==> src/rtl/fc_mem_writer.sv <==
// fc_mem_writer: captures a packed vector of fixed-point words on a start
// pulse and writes it into FCmemory one word per cycle, starting at a
// programmable base address.
// Optional build macro: FC_WB_RELU_EN. When defined, negative words are
// written as zero.
module fc_mem_writer #(
  parameter int NUM_WORDS = 84,
  parameter int ADDR_W    = 14,
  parameter int DATA_W    = 16,
  parameter int LEN_W     = $clog2(NUM_WORDS + 1)
) (
  input  logic                        i_clk,
  input  logic                        i_rst,
  input  logic                        i_start,
  input  logic [ADDR_W-1:0]           i_base_addr,
  input  logic [LEN_W-1:0]            i_len,
  input  logic [NUM_WORDS*DATA_W-1:0] i_words_in,
  output logic                        o_busy,
  output logic                        o_done,
  output logic [ADDR_W-1:0]           o_mem_address,
  output logic [DATA_W-1:0]           o_mem_data_in,
  output logic                        o_mem_write_enable,
  output logic                        o_mem_read_enable
);

  localparam int VEC_W = NUM_WORDS * DATA_W;
  localparam logic [LEN_W-1:0] MAX_LEN = LEN_W'(NUM_WORDS);

  typedef enum logic [1:0] {
    S_IDLE,
    S_WRITE,
    S_DONE
  } state_t;

  state_t              r_state;
  state_t              w_stateNext;

  // Captured command. r_words is a shift register: its lowest word is always
  // the next word to be written, so no variable-index mux is needed.
  logic [LEN_W-1:0]    r_len;
  logic [LEN_W-1:0]    r_idx;
  logic [VEC_W-1:0]    r_words;

  // Registered outputs.
  logic [ADDR_W-1:0]   r_memAddr;
  logic [DATA_W-1:0]   r_memData;
  logic                r_memWe;
  logic                r_busy;
  logic                r_done;

  // Next-state values produced by the combinational FSM process.
  logic [LEN_W-1:0]    w_lenNext;
  logic [LEN_W-1:0]    w_idxNext;
  logic [VEC_W-1:0]    w_wordsNext;
  logic [ADDR_W-1:0]   w_addrNext;
  logic [DATA_W-1:0]   w_dataNext;
  logic                w_weNext;
  logic                w_busyNext;
  logic                w_doneNext;

  logic [LEN_W-1:0]    w_capLen;
  logic [LEN_W-1:0]    w_lastIdx;

  // Word conditioning applied on the way to memory; latency is the same
  // whichever variant is built.
  function automatic logic [DATA_W-1:0] conditionWord(input logic [DATA_W-1:0] word);
`ifdef FC_WB_RELU_EN
    return word[DATA_W-1] ? '0 : word;
`else
    return word;
`endif
  endfunction

  // Requests longer than the vector are clamped to the vector capacity.
  assign w_capLen  = (i_len > MAX_LEN) ? MAX_LEN : i_len;
  assign w_lastIdx = r_len - LEN_W'(1);

  // Next-state and next-output logic; every output is computed one cycle
  // ahead so that it can be presented straight from a register.
  always_comb begin
    w_stateNext = r_state;
    w_lenNext   = r_len;
    w_idxNext   = r_idx;
    w_wordsNext = r_words;
    w_addrNext  = r_memAddr;
    w_dataNext  = r_memData;
    w_weNext    = 1'b0;
    w_busyNext  = 1'b0;
    w_doneNext  = 1'b0;

    case (r_state)
      S_IDLE: begin
        if (i_start) begin
          w_lenNext  = w_capLen;
          w_idxNext  = '0;
          w_busyNext = 1'b1;
          if (w_capLen == '0) begin
            w_stateNext = S_DONE;
            w_doneNext  = 1'b1;
          end else begin
            w_stateNext = S_WRITE;
            w_weNext    = 1'b1;
            w_addrNext  = i_base_addr;
            w_dataNext  = conditionWord(i_words_in[DATA_W-1:0]);
            w_wordsNext = i_words_in >> DATA_W;
          end
        end
      end

      S_WRITE: begin
        w_busyNext = 1'b1;
        if (r_idx == w_lastIdx) begin
          w_stateNext = S_DONE;
          w_doneNext  = 1'b1;
        end else begin
          w_weNext    = 1'b1;
          w_idxNext   = r_idx + LEN_W'(1);
          w_addrNext  = r_memAddr + ADDR_W'(1);
          w_dataNext  = conditionWord(r_words[DATA_W-1:0]);
          w_wordsNext = r_words >> DATA_W;
        end
      end

      S_DONE: begin
        w_stateNext = S_IDLE;
      end

      default: begin
        w_stateNext = S_IDLE;
      end
    endcase
  end

  // State and output registers with synchronous reset; a reset mid-write
  // drops the remaining words and suppresses the done pulse.
  always_ff @(posedge i_clk) begin
    if (i_rst) begin
      r_state   <= S_IDLE;
      r_len     <= '0;
      r_idx     <= '0;
      r_words   <= '0;
      r_memAddr <= '0;
      r_memData <= '0;
      r_memWe   <= 1'b0;
      r_busy    <= 1'b0;
      r_done    <= 1'b0;
    end else begin
      r_state   <= w_stateNext;
      r_len     <= w_lenNext;
      r_idx     <= w_idxNext;
      r_words   <= w_wordsNext;
      r_memAddr <= w_addrNext;
      r_memData <= w_dataNext;
      r_memWe   <= w_weNext;
      r_busy    <= w_busyNext;
      r_done    <= w_doneNext;
    end
  end

  assign o_busy             = r_busy;
  assign o_done             = r_done;
  assign o_mem_address      = r_memAddr;
  assign o_mem_data_in      = r_memData;
  assign o_mem_write_enable = r_memWe;
  assign o_mem_read_enable  = 1'b0;

endmodule

==> config.mk <==
export PLATFORM = sky130hd
export DESIGN_NAME = fc_mem_writer
export DESIGN_NICKNAME = d
export VERILOG_FILES = /design/src/rtl/fc_mem_writer.sv
export SDC_FILE = /design/constraint.sdc
export NUM_CORES = 2
export LEC_CHECK = 0
export CORE_AREA = 2 2 540 542
export CTS_CLUSTER_DIAMETER = 40
export DETAILED_ROUTE_END_ITERATION = 8
export DIE_AREA = 0 0 542 544
export PLACE_DENSITY = 0.42
export SLEW_MARGIN = 10
export SYNTH_ARGS = -nofsm -noshare
export SYNTH_HDL_FRONTEND = slang
export SYNTH_SLANG_ARGS = --single-unit
==> constraint.sdc <==
create_clock -name i_clk -period 2.8 [get_ports i_clk]
set_input_delay 0.7 -clock i_clk [delete_from_list [all_inputs] [get_ports i_clk]]
set_output_delay 0.7 -clock i_clk [all_outputs]
set_load 0.03 [all_outputs]
==> results.cfg <==
[worst_setup_path]
startpoint_type = register
rr_endpoint = r_words[381]
cpPeakStageDelay_ps = 510
critPathKind = reg -> reg
reg2reg_depth = 10
critPathSlowestCell = o41a_4
reg2reg_slack_ps = 10
crit_fanout = 52
crit_arrival_ps = 3500
required_ps = 3510
crit_path_cell_trace = inv_2 > ha_4 > nor3b_4 > buf_6 > a211o_1 > o41a_4 > clkbuf_16 > buf_12 > nor4_1 > a311oi_2
crit_family = compound AO/OA/AOI/OAI gates
cp-end-kind = register
crit_buf_inv = 4
reg2reg_from = r_len[1]

[timing]
final.setup.tns_ps = 0
setup-violations-final = 0
maxSlewViolCount = 0
finalHoldViolations = 0
timing.slew.headroom_pct = 38.2
whs_ps = 226
finalClockSkew_ps = 45.3
fmax_ghz = 0.359
min_period_ps = 2790
grt_setup_unrepaired = true
tightest_slew_ps = 927
finalCritPeriodShare_pct = 99.6

[global_route]
grt_start_max_net_pins = 150
grt.overflow.total = 0
grt_pass1_vias = 69521
antenna_found_initial = 142
grt_pass1_wl_um = 502000
track_usage_pct = 22.7

[worst_hold_path]
holdPathEnd = r_len[5]
holdPathStages = 2
holdCritStartpoint = i_rst
hp-class = in -> reg

[clock_tree]
cts_sinks = 1377
h-tree-depth = 5
cts-root-buf = clkbuf_16
path_clk_slew_ps = 40
max-clock-path-buffers = 4
cts_tree = yes
insertion_delay_ps = 890
cts-buffers-inserted = 308

[flow_run]
maxCapViolations = 0

[placed_design]
place.gp.congestion = 0.867
hpwl_um = 255000
io_buffers = 1400

[synth]
synth_seq_cells = 1377
synth_area_um2 = 64300
yosysSeqAreaShare_pct = 42.9
synth_cell_types = 54
synth_edf_count = 0
syn_nets = 9330
synthCells = 7959
synthArstFlopShare_pct = 0
ys_warn_count = 0
synth_area_per_cell_um2 = 8.07
synthFlopType = dfxtp_1

[outcome]
status = complete, no violations

[routing]
drt-total-wl_um = 372000
avgViaCountPerCell = 5.50
drt-pass1-iter-count = 8
post-route-drc-count = 0
vias = 72372
wl_per_cell_um = 28.2
ant_nets = 0
drt_iter0_drc = 6322

[die]
die_x_um = 542
dieArea_um2 = 295000
die_y_um = 544
core-area_um2 = 289000
start_util_pct = 22.2
num_rows = 198
ios = 1402

[power]
power_density_nw_per_um2 = 836
vdd_drop_max_uv = 462
p_leak_nw = 34.2

[finish]
fillCellCount = 29955
drive_above_1_share_pct = 17.6
nNetsFinal = 10429
area_growth_syn_to_layout_pct = 55.1
[where the power goes]
part / internal [mW] / switching, mW
Sequential: 22.8 / 2.27
Combinational: 8.37 / 11.9
Clock: 25.1 / 12.9
Total: 56.3 / 27.0
[routing by layer]
metal | track usage (%) | routed length (µm) | up-vias
li1 | - | - | 32590
met1 | 29.8 | 159000 | 35934
met2 | 36.3 | 174000 | 3171
met3 | 4.76 | 26900 | 617
met4 | 8.63 | 11700 | 60
met5 | 0 | 376 | -
[worst reg2reg max path: cells and delay by family, from the launching register on]
| family | cells | cell delay, ps |
|---|---|---|
| DFF | 1 | 330 |
| adders and majority gates | 1 | 150 |
| AOI/OAI and AO/OA | 3 | 910 |
| and+or+nand+nor | 2 | 560 |
| buffers and inverters | 4 | 690 |
[layout make-up]
cell class	count	area, µm²	share of cell area (%)
tap	3800	4750	4.77
antenna	62	155	0.156
clock buffer	380	8300	8.33
multi-input combinational	5520	35900	36.0
timing repair buffer	1843	20500	20.6
sequential	1377	27600	27.7
clock inverter	180	2470	2.48
inverter	8	30.0	0.0301
[stage by stage]
step / setup WS, ps / area, µm² / power (mW) / util (%) / cells
after global routing: -101 / 99600 / 86.5 / 34.4 / 13149
after floorplan: 234 / 64300 / 34.7 / - / 7959
after global placement: -383 / 83500 / 42.7 / 28.9 / 12470
final: 11.2 / 99600 / 83.3 / 34.4 / 13170
after detailed placement: -338 / 83500 / 42.9 / 28.9 / 12470
after CTS: -33.5 / 94600 / 81.3 / 32.7 / 13033
[how the worst max path moves through the flow]
stage	startpoint	to	slack (ps)	cells past startpoint
finish	r_len[1]	r_words[381]	10	10
CTS	r_len[0]	r_words[1252]	-30	10
global placement	i_len[5]	r_words[969]	-380	9
global route	r_len[1]	r_words[1109]	-100	13
detailed placement	i_len[5]	r_words[969]	-340	9
floorplan	i_start	r_words[917]	230	8
[cells in the mapped netlist (2+ instances only)]
| cell | n | area, µm² |
|---|---|---|
| a211o_1 | 2 | 17.5 |
| a211oi_1 | 2 | 15.0 |
| a21boi_0 | 2 | 15.0 |
| a21oi_1 | 22 | 110 |
| a22o_1 | 16 | 140 |
| a311oi_1 | 1154 | 10100 |
| a311oi_2 | 175 | 2630 |
| a31oi_1 | 8 | 50.1 |
| and2_1 | 2 | 12.5 |
| and3_1 | 8 | 50.1 |
| and4_1 | 2 | 17.5 |
| buf_1 | 27 | 101 |
| buf_2 | 217 | 1090 |
| buf_4 | 12 | 90.1 |
| buf_6 | 9 | 101 |
| clkbuf_1 | 789 | 2960 |
| dfxtp_1 | 1377 | 27600 |
| ha_1 | 3 | 37.5 |
| inv_1 | 8 | 30.0 |
| mux2_2 | 2 | 22.5 |
| nand2_1 | 2683 | 10100 |
| nand3_1 | 12 | 60.1 |
| nand3b_1 | 2 | 15.0 |
| nand4_1 | 7 | 43.8 |
| nor2_1 | 15 | 56.3 |
| nor2b_1 | 2 | 12.5 |
| nor3_1 | 9 | 45.0 |
| nor3b_1 | 4 | 30.0 |
| nor4_1 | 1331 | 8330 |
| nor4_2 | 3 | 37.5 |
| o21ai_0 | 13 | 65.1 |
| o221a_1 | 2 | 22.5 |
| o22ai_1 | 10 | 62.6 |
| o31a_1 | 2 | 17.5 |
| o41ai_1 | 2 | 17.5 |
| or2_2 | 2 | 12.5 |
| xnor2_1 | 6 | 52.6 |
[flip-flops by register name (all words and copies together) (netlist names), 2 cells and up]
register       flops
r_words         1328
o_mem_data_in     16
o_mem_address     14
r_idx              7
r_len              7
r_state            2
[repair_timing]
action                     CTS  global route
gates resized for setup     45           567
pin swaps                    0            40
setup buffers                0            29
setup endpoints to repair  136          1213
cloned                       3            46
hold buffers                 0             0
[kinds of logic (layout without fill, tap and decap cells)]
logic type	Yosys count	in the layout	synth area share [%]
other	1	63	0.00584
XOR/XNOR	8	8	0.130
adder cells (fa/ha/maj)	3	3	0.0584
AO/OA/AOI/OAI	1421	1421	20.8
multiplexers	2	2	0.0350
AND/OR/NAND/NOR	4085	4085	29.3
buffers and inverters	1062	2411	6.80
flip-flops	1377	1377	42.9
[layout by cell type (no fill, tap or decap), types with 10 or more instances in the layout]
cell             count
a22o_1              16
nor2_1              14
clkinv_4            14
nor4_4              64
nor4_2             283
inv_6               16
bufinv_16           42
clkinv_2            54
buf_12             149
clkbuf_8            30
clkinvlp_4          35
a311oi_1          1040
buf_6               22
o21ai_0             13
dfxtp_1           1375
clkbuf_16          340
buf_4              217
nand2_1           2683
a311oi_2           289
buf_16              31
nand3_1             11
a21oi_1             21
diode_2             62
nor4_1             987
o22ai_1             10
clkbuf_1            41
clkdlybuf4s50_1   1379
Power figures use the tool's default switching activity.
